[config.mk]
export PLATFORM = sky130hd
export DESIGN_NAME = palette_arbiter
export DESIGN_NICKNAME = d
export VERILOG_FILES = /design/src/rtl/palette_pkg.sv /design/src/rtl/palette_rom.sv /design/src/rtl/palette_arbiter.sv
export SDC_FILE = /design/constraint.sdc
export NUM_CORES = 1
export LEC_CHECK = 0
export CAP_MARGIN = 20
export CORE_MARGIN = 10
export CORE_UTILIZATION = 62
export DETAILED_ROUTE_END_ITERATION = 10
export DONT_BUFFER_PORTS = 1
export PLACE_DENSITY_LB_ADDON = 0.08
export SLEW_MARGIN = 20
export SYNTH_ARGS = -nofsm -noshare
export SYNTH_HDL_FRONTEND = slang
export SYNTH_SLANG_ARGS = --single-unit
[constraint.sdc]
create_clock -name clk_i -period 3.05 [get_ports clk_i]
set_input_delay 0.4575 -clock clk_i [delete_from_list [all_inputs] [get_ports clk_i]]
set_output_delay 0.4575 -clock clk_i [all_outputs]
set_load 0.1 [all_outputs]
[src/rtl/palette_pkg.sv]
// Shared palette types and the 16-entry sprite colour table.
// Optional transparency keying is selected in palette_arbiter via PALETTE_TRANSPARENCY_EN.
package palette_pkg;

    localparam int unsigned PAL_IDX_W = 4;

    typedef struct packed {
        logic [4:0] r;
        logic [5:0] g;
        logic [4:0] b;
    } rgb565_t;

    localparam logic [15:0] TRANSPARENT_KEY = 16'h0E3B;

    localparam rgb565_t PALETTE [0:15] = '{
        '{5'd1,  6'd49, 5'd27},
        '{5'd0,  6'd0,  5'd0 },
        '{5'd3,  6'd7,  5'd0 },
        '{5'd30, 6'd61, 5'd30},
        '{5'd19, 6'd17, 5'd7 },
        '{5'd9,  6'd5,  5'd0 },
        '{5'd27, 6'd25, 5'd10},
        '{5'd15, 6'd11, 5'd0 },
        '{5'd24, 6'd17, 5'd0 },
        '{5'd30, 6'd33, 5'd13},
        '{5'd30, 6'd47, 5'd18},
        '{5'd30, 6'd61, 5'd11},
        '{5'd30, 6'd35, 5'd30},
        '{5'd30, 6'd19, 5'd23},
        '{5'd12, 6'd5,  5'd8 },
        '{5'd22, 6'd11, 5'd15}
    };

endpackage

[src/rtl/palette_rom.sv]
// Combinational 4-bit index to RGB565 lookup over the package palette table.
module palette_rom
    import palette_pkg::*;
(
    input  logic [PAL_IDX_W-1:0] idx_i,
    output rgb565_t              rgb_o
);

    always_comb begin
        rgb_o = PALETTE[idx_i];
    end

endmodule

[src/rtl/palette_arbiter.sv]
// Round-robin arbiter sharing one palette ROM among N_REQ sprite requesters, with a registered
// valid/ready output stage. Define PALETTE_TRANSPARENCY_EN to flag index 0 as the transparent key.
module palette_arbiter
    import palette_pkg::*;
#(
    parameter  int unsigned N_REQ = 4,
    localparam int unsigned ID_W  = $clog2(N_REQ)
) (
    input  logic                     clk_i,
    input  logic                     rst_i,
    input  logic [N_REQ-1:0]         req_valid_i,
    input  logic [PAL_IDX_W*N_REQ-1:0] req_index_i,
    output logic [N_REQ-1:0]         req_ready_o,
    output logic                     out_valid_o,
    input  logic                     out_ready_i,
    output logic [ID_W-1:0]          out_id_o,
    output logic [15:0]              out_rgb_o,
    output logic                     out_transparent_o
);

    logic                 out_valid_q, out_valid_d;
    logic [ID_W-1:0]      out_id_q, out_id_d;
    rgb565_t              out_rgb_q, out_rgb_d;
    logic [ID_W-1:0]      rr_ptr_q, rr_ptr_d;

    logic                 slot_free;
    logic                 grant_found;
    logic [ID_W-1:0]      grant_id;
    logic [ID_W-1:0]      cand_id;
    logic                 transfer;
    logic [PAL_IDX_W-1:0] sel_index;
    rgb565_t              rom_rgb;

    assign slot_free = !out_valid_q || out_ready_i;

    // First valid requester after the last granted one, wrapping modulo N_REQ.
    always_comb begin
        grant_found = 1'b0;
        grant_id    = '0;
        cand_id     = '0;
        for (int unsigned k = 1; k <= N_REQ; k++) begin
            cand_id = ID_W'((32'(rr_ptr_q) + k) % N_REQ);
            if (!grant_found && req_valid_i[cand_id]) begin
                grant_found = 1'b1;
                grant_id    = cand_id;
            end
        end
    end

    assign transfer    = slot_free && grant_found && !rst_i;
    assign req_ready_o = transfer ? (N_REQ'(1) << grant_id) : '0;
    assign sel_index   = req_index_i[32'(grant_id)*PAL_IDX_W +: PAL_IDX_W];

    palette_rom u_rom (
        .idx_i (sel_index),
        .rgb_o (rom_rgb)
    );

    always_comb begin
        out_valid_d = out_valid_q;
        out_id_d    = out_id_q;
        out_rgb_d   = out_rgb_q;
        rr_ptr_d    = rr_ptr_q;
        if (transfer) begin
            out_valid_d = 1'b1;
            out_id_d    = grant_id;
            out_rgb_d   = rom_rgb;
            rr_ptr_d    = grant_id;
        end else if (out_ready_i) begin
            out_valid_d = 1'b0;
        end
    end

    always_ff @(posedge clk_i or posedge rst_i) begin
        if (rst_i) begin
            out_valid_q <= 1'b0;
            out_id_q    <= '0;
            out_rgb_q   <= '0;
            rr_ptr_q    <= ID_W'(N_REQ - 1);
        end else begin
            out_valid_q <= out_valid_d;
            out_id_q    <= out_id_d;
            out_rgb_q   <= out_rgb_d;
            rr_ptr_q    <= rr_ptr_d;
        end
    end

`ifdef PALETTE_TRANSPARENCY_EN
    logic trans_q, trans_d;

    always_comb begin
        trans_d = trans_q;
        if (transfer) begin
            trans_d = (sel_index == '0);
        end
    end

    always_ff @(posedge clk_i or posedge rst_i) begin
        if (rst_i) begin
            trans_q <= 1'b0;
        end else begin
            trans_q <= trans_d;
        end
    end

    assign out_transparent_o = trans_q;
`else
    assign out_transparent_o = 1'b0;
`endif

    assign out_valid_o = out_valid_q;
    assign out_id_o    = out_id_q;
    assign out_rgb_o   = out_rgb_q;

endmodule

# Word level (Yosys, flattened, before mapping)
# Memory sizes are Yosys's and may differ from the RTL's. A register that Yosys moved wholly into a read port is not among the register bits.
# Cells that the tools add are included.
# op_classes
add_sub_neg	4
order_cmp	4
shifts	2
n_mux	19
n_bitwise	1
n_reduce_logical	12
# ops
cell	n
indexed part select 16 x 5 -> 4 bit	1
less-than comparator 2 x 3 -> 1 bit (second input constant)	4
two-way mux 1 bit	10
binary-select mux 1 bit (select 2 bit)	4
two-way mux 2 bit	4
logical AND 1 bit	5
logical NOT 1 bit	5
inverter 4 -> 5 bit	1
adder 2 x 1 -> 2 bit (second input constant)	2
adder 2 bit (second input constant)	2
two-way mux 4 bit	1
<< shifter 1 x 2 -> 4 bit (first input constant)	1
nonzero test 2 bit	1
logical OR 1 bit	1
# totals
reg_bits	5
rom_bits	256
inputBits	23
output_inout_bits	24
elab_cells	46
mem_count	1
# mem_list
memory	depth	word_bits	read_ports	rd_clocked_by_memory_dff	write_ports	line	text
(name not given)	16	16	1	1	0	palette_rom.sv:10	rgb_o = PALETTE[idx_i];

# Longest topological paths before layout
# depth
depth_word	16
depth_mapped	13
depth_no_buf	12

# Modules after synthesis
# From an unflattened synthesis, not the netlist that was laid out.
# unflattened
hier_cells	151
hier_area_um2	1511.4
# modules_own_cells
module	n_inst	cells_each	area_per_inst_um2	seq_area_each_um2
palette_arbiter	1	89	1101.1	528.0
palette_rom	1	62	410.4	0.0

# Least setup slack after synthesis
# No wires, ideal clock.
# synth_path
path_type	register to output
from	register out_valid_q (netlist: out_valid_o)
to	output port req_ready_o[0]
arrival_time_ns	3.423
required_ns	2.592
slack_ns	-0.830
path_stages_with_launch	5
path_buffers	1
path_cell_list	dfrtp_1 nand2b_1 nand2_1 clkbuf_1 nor3_1
# synth_between
elab_chain_cells	5
# synth_lines
element	line	text
start, declared	palette_arbiter.sv:21	logic out_valid_q, out_valid_d;
start signal, assigned	palette_arbiter.sv:81	out_valid_q <= out_valid_d;
logical NOT 1 bit	palette_arbiter.sv:34	assign slot_free = !out_valid_q || out_ready_i;
logical OR 1 bit	palette_arbiter.sv:34	
logical AND 1 bit (2 in series)	palette_arbiter.sv:50	assign transfer = slot_free && grant_found && !rst_i;
two-way mux 4 bit	palette_arbiter.sv:51	assign req_ready_o = transfer ? (N_REQ'(1) << grant_id) : '0;
end, declared	palette_arbiter.sv:13	output logic [N_REQ-1:0] req_ready_o,
# No other way between the ends.

# Final worst setup path
# layout_path
from	register rr_ptr_q[0]
to	register, netlist name out_rgb_o[10]
# layout_between
elab_chain_cells	15
word_cells_on_any_way	30
classes_between	add/sub: 4; shift: 1; mux: 16; bitwise: 1; reduce/logical: 8
# layout_lines
element	line	text
start, declared	palette_arbiter.sv:24	logic [ID_W-1:0] rr_ptr_q, rr_ptr_d;
start signal, assigned	palette_arbiter.sv:79	rr_ptr_q <= ID_W'(N_REQ - 1);
start signal, assigned	palette_arbiter.sv:84	rr_ptr_q <= rr_ptr_d;
adder 2 x 1 -> 2 bit	palette_arbiter.sv:42	cand_id = ID_W'((32'(rr_ptr_q) + k) % N_REQ);
binary-select mux 1 bit (select 2 bit)	palette_arbiter.sv:43	if (!grant_found && req_valid_i[cand_id]) begin
two-way mux 1 bit (implied by the code)	palette_arbiter.sv:43	
two-way mux 1 bit	palette_arbiter.sv:43	
logical NOT 1 bit	palette_arbiter.sv:43	
logical AND 1 bit	palette_arbiter.sv:43	
two-way mux 1 bit	palette_arbiter.sv:43	
logical NOT 1 bit	palette_arbiter.sv:43	
logical AND 1 bit	palette_arbiter.sv:43	
two-way mux 1 bit	palette_arbiter.sv:43	
logical NOT 1 bit	palette_arbiter.sv:43	
logical AND 1 bit	palette_arbiter.sv:43	
two-way mux 2 bit or two-way mux 1 bit (tied branches)	palette_arbiter.sv:43	
indexed part select 16 x 5 -> 4 bit or logical AND 1 bit (tied branches)	palette_arbiter.sv:52, palette_arbiter.sv:50	
inverter 4 -> 5 bit (implied by the code) or logical AND 1 bit (tied branches)	palette_rom.sv:10, palette_arbiter.sv:50	
# Several ways; a longest one is shown, not always the timed one. The select of a mux whose other input is x is not followed.
# A chain may end at the register's enable or synchronous reset.

==> run_results.csv <==
group,metric,value,unit
worst_setup_path,crit_path_max_incr_delay,590,ps
clock_network,htree_num_levels,1,
finish,layout.nets,205,
worst_setup_path,critPathTopFamily,"simple AND/OR/NAND/NOR gates",
worst_setup_path,cp-end-kind,"flip-flop",
floorplan,design.portCount,47,
grt,grt_usage,16.1,%
sta,final_max_slew_viol_count,0,
worst_setup_path,r2r.worst_path.cells,9,
synth,predominant_post_synthesis_flop_cell,"sky130_fd_sc_hd__dfrtp_1",
grt,grt_start_max_net_pins,23,
worst_setup_path,critical-path-slowest-cell,"sky130_fd_sc_hd__dfstp_2",
detailed_routing,drc_errors,0,
floorplan,fp.dieW,69.5,um
floorplan,starting_density,66.8,%
detailed_routing,vias_per_cell,6.59,
place,finalWeightedCongestion,0.862,
sta,hold-worst-slack,171,ps
clock_network,post_cts.resized_instances,0,
clock_network,post_cts_buffers,0,
place,placement.io_buffers,0,
floorplan,fp.coreArea,2280,um^2
sta,final.period_utilization,93.7,%
detailed_routing,tritonroute_pass_1_iters,4,
sta,worst_pin_slew,921,ps
finish,mostFrequentLayoutCells,"sky130_fd_sc_hd__nand2_1 (27), sky130_fd_sc_hd__dfrtp_1 (19), sky130_fd_sc_hd__a21oi_1 (14)",
worst_setup_path,worstPathMaxFanout,11,
sta,unrepaired_setup_endpoints_after_global_routing,"no",
synth,ys.warnings.count,0,
synth,synth_async_sr_flop_share,100,%
worst_setup_path,timing.rr.end,"out_rgb_o[10]",
worst_setup_path,critPathLaunchType,"flip-flop",
worst_setup_path,path_cells,"or2b_4 -> a21boi_4 -> or3_1 -> mux4_2 -> clkinv_4 -> ha_1 -> and3_1 -> o21ai_0 -> a21oi_1",
synth,syn_avg_cell_area,8.95,um^2
worst_setup_path,worstReg2RegStart,"rr_ptr_q[0]",
grt,globalRouteOverflowTotal,0,
worst_setup_path,timing.critical_path.depth,9,
floorplan,die_area,4840,um^2
detailed_routing,postRouteAntennaNets,0,
worst_setup_path,r2r_setup_slack,190,ps
grt,wire_length_of_the_first_global_routing_pass,6640,um
outcome,outcome,"finished clean",
worst_setup_path,timing.critical_path.from,"rr_ptr_q[0]",
clock_network,clk_path_buf_depth,2,
worst_setup_path,critPathArrivalTime,3040,ps
run,drv_cap,0,
clock_network,clock_insertion_delay_worst_skew,300,ps
sta,timing.final.setup_violations,0,
detailed_routing,drtIter0Drc,115,
sta,max_freq,350,MHz
synth,ys_types,49,
worst_setup_path,worst-path-buf-inv,1,
synth,mappedNetlistArea,1520,um^2
detailed_routing,wl_per_cell,20.1,um
synth,synthCells,170,
floorplan,number_of_rows_created_at_floorplan,17,
clock_network,cts-buffers-inserted,3,
detailed_routing,detail_route.wirelength,4080,um
floorplan,die_h,69.5,um
synth,count_of_flip_flops_with_a_built_in_enable_after_synthesis,0,
finish,diodes,0,
clock_network,ctsRootBufferMaster,"sky130_fd_sc_hd__clkbuf_4",
worst_setup_path,critical_path_required,3230,ps
sta,final.setup_skew,5.44,ps
synth,yosys_register_bits,21,
sta,max_slew_margin,38.6,%
synth,synth.yosys.seq_area_share,34.7,%
worst_hold_path,hold_path.class,"in2async",
detailed_routing,num_vias,1337,
clock_network,cts-hold-fix-buffers,0,
finish,post_route_cells_drive_above_1_share,21.1,%
clock_network,tritoncts,"built",
sta,final_hold_vios,0,
worst_setup_path,critical_path_class,"reg2reg",
sta,period_needed,2860,ps
finish,layout-area-overhead-vs-synth,9.70,%
place,hpwlAfterDp,3180,um
sta,tns,0,ps
grt,grt_antenna_before_repair,0,
clock_network,cts.sinks,21,
clock_network,worst_setup_hold_path_clk_slew,120,ps
grt,grt_pass1_vias,1308,
synth,synthesis.nets,199,
finish,layout.cells.most_common,"sky130_fd_sc_hd__nand2_1",
-- how the worst max path moves through the flow --
stage | end
after floorplan | req_ready_o[0]
after global placement | out_rgb_o[14]
after detailed placement | out_rgb_o[14]
after CTS | out_rgb_o[14]
after global routing | out_rgb_o[12]
final | out_rgb_o[10]
-- flip-flops by register name (all words and copies together), names as in the netlist --
name	count
out_id_o	2
out_rgb_o	16
out_valid_o	1
rr_ptr_q	2
-- Yosys cell counts, types with 2 or more instances --
library cell	n	area [um^2]
sky130_fd_sc_hd__nand2_1	27	101
sky130_fd_sc_hd__dfrtp_1	19	475
sky130_fd_sc_hd__a21oi_1	14	70.1
sky130_fd_sc_hd__nor2_1	13	48.8
sky130_fd_sc_hd__nor3_1	8	40.0
sky130_fd_sc_hd__inv_1	7	26.3
sky130_fd_sc_hd__ha_1	6	75.1
sky130_fd_sc_hd__o211ai_1	6	45.0
sky130_fd_sc_hd__o21ai_0	4	20.0
sky130_fd_sc_hd__a21o_1	3	22.5
sky130_fd_sc_hd__buf_4	3	22.5
sky130_fd_sc_hd__clkbuf_1	3	11.3
sky130_fd_sc_hd__mux2i_1	3	30.0
sky130_fd_sc_hd__mux4_2	3	67.6
sky130_fd_sc_hd__nand2b_1	3	18.8
sky130_fd_sc_hd__nand3_1	3	15.0
sky130_fd_sc_hd__a21oi_2	2	17.5
sky130_fd_sc_hd__and3_1	2	12.5
sky130_fd_sc_hd__buf_6	2	22.5
sky130_fd_sc_hd__dfstp_2	2	52.6
sky130_fd_sc_hd__nor2_2	2	12.5
sky130_fd_sc_hd__nor2b_1	2	12.5
sky130_fd_sc_hd__o21a_1	2	15.0
sky130_fd_sc_hd__o21ai_1	2	10.0
sky130_fd_sc_hd__o221ai_1	2	17.5
sky130_fd_sc_hd__o31ai_1	2	15.0
sky130_fd_sc_hd__or2_2	2	12.5
sky130_fd_sc_hd__or2b_1	2	15.0
-- cells by family (layout without fill, tap and decap cells) --
logic type      Yosys count  count (layout)  synth area share, %
simple gates             71              71                 22.9
buf+inv                  16              21                 6.00
other cells               1               1                0.246
compound gates           48              48                 24.0
mux                       7               7                 7.15
fa+ha+maj                 6               6                 4.93
flops                    21              21                 34.7
-- layer usage --
metal	wire (um)	track usage, %	part of all wire (%)
met1	1630	19.4	40
met2	1940	26.1	47
met3	469	6.13	11
met4	45	4.21	1.1
met5	0	0	0
-- stage by stage --
step / instances / area [um^2] / utilization, % / worst slack, ps
final: 203 / 1670 / 73.3 / 192
after global routing: 203 / 1670 / 73.3 / 54.2
after CTS: 203 / 1670 / 73.3 / 217
after detailed placement: 199 / 1640 / 72.2 / 185
after global placement: 199 / 1640 / 72.2 / 279
after floorplan: 170 / 1530 / - / -830
-- cell type report --
| class | instances | area [um^2] |
|---|---|---|
| clock buffer | 4 | 26.3 |
| fill | 167 | 607 |
| inverter | 8 | 35.0 |
| multi-input combinational | 133 | 917 |
| sequential | 21 | 528 |
| tap | 28 | 35.0 |
| timing repair buffer | 9 | 128 |
-- worst reg2reg max path, stage by stage (launching register included) --
cell and delay [ps]:
sky130_fd_sc_hd__dfstp_2 590, sky130_fd_sc_hd__or2b_4 150, sky130_fd_sc_hd__a21boi_4 70, sky130_fd_sc_hd__or3_1 470, sky130_fd_sc_hd__mux4_2 580, sky130_fd_sc_hd__clkinv_4 130
sky130_fd_sc_hd__ha_1 230, sky130_fd_sc_hd__and3_1 150, sky130_fd_sc_hd__o21ai_0 250, sky130_fd_sc_hd__a21oi_1 110
Power is not shown: default switching activity piles up to over one toggle a cycle in this logic, so the estimate is an artifact.
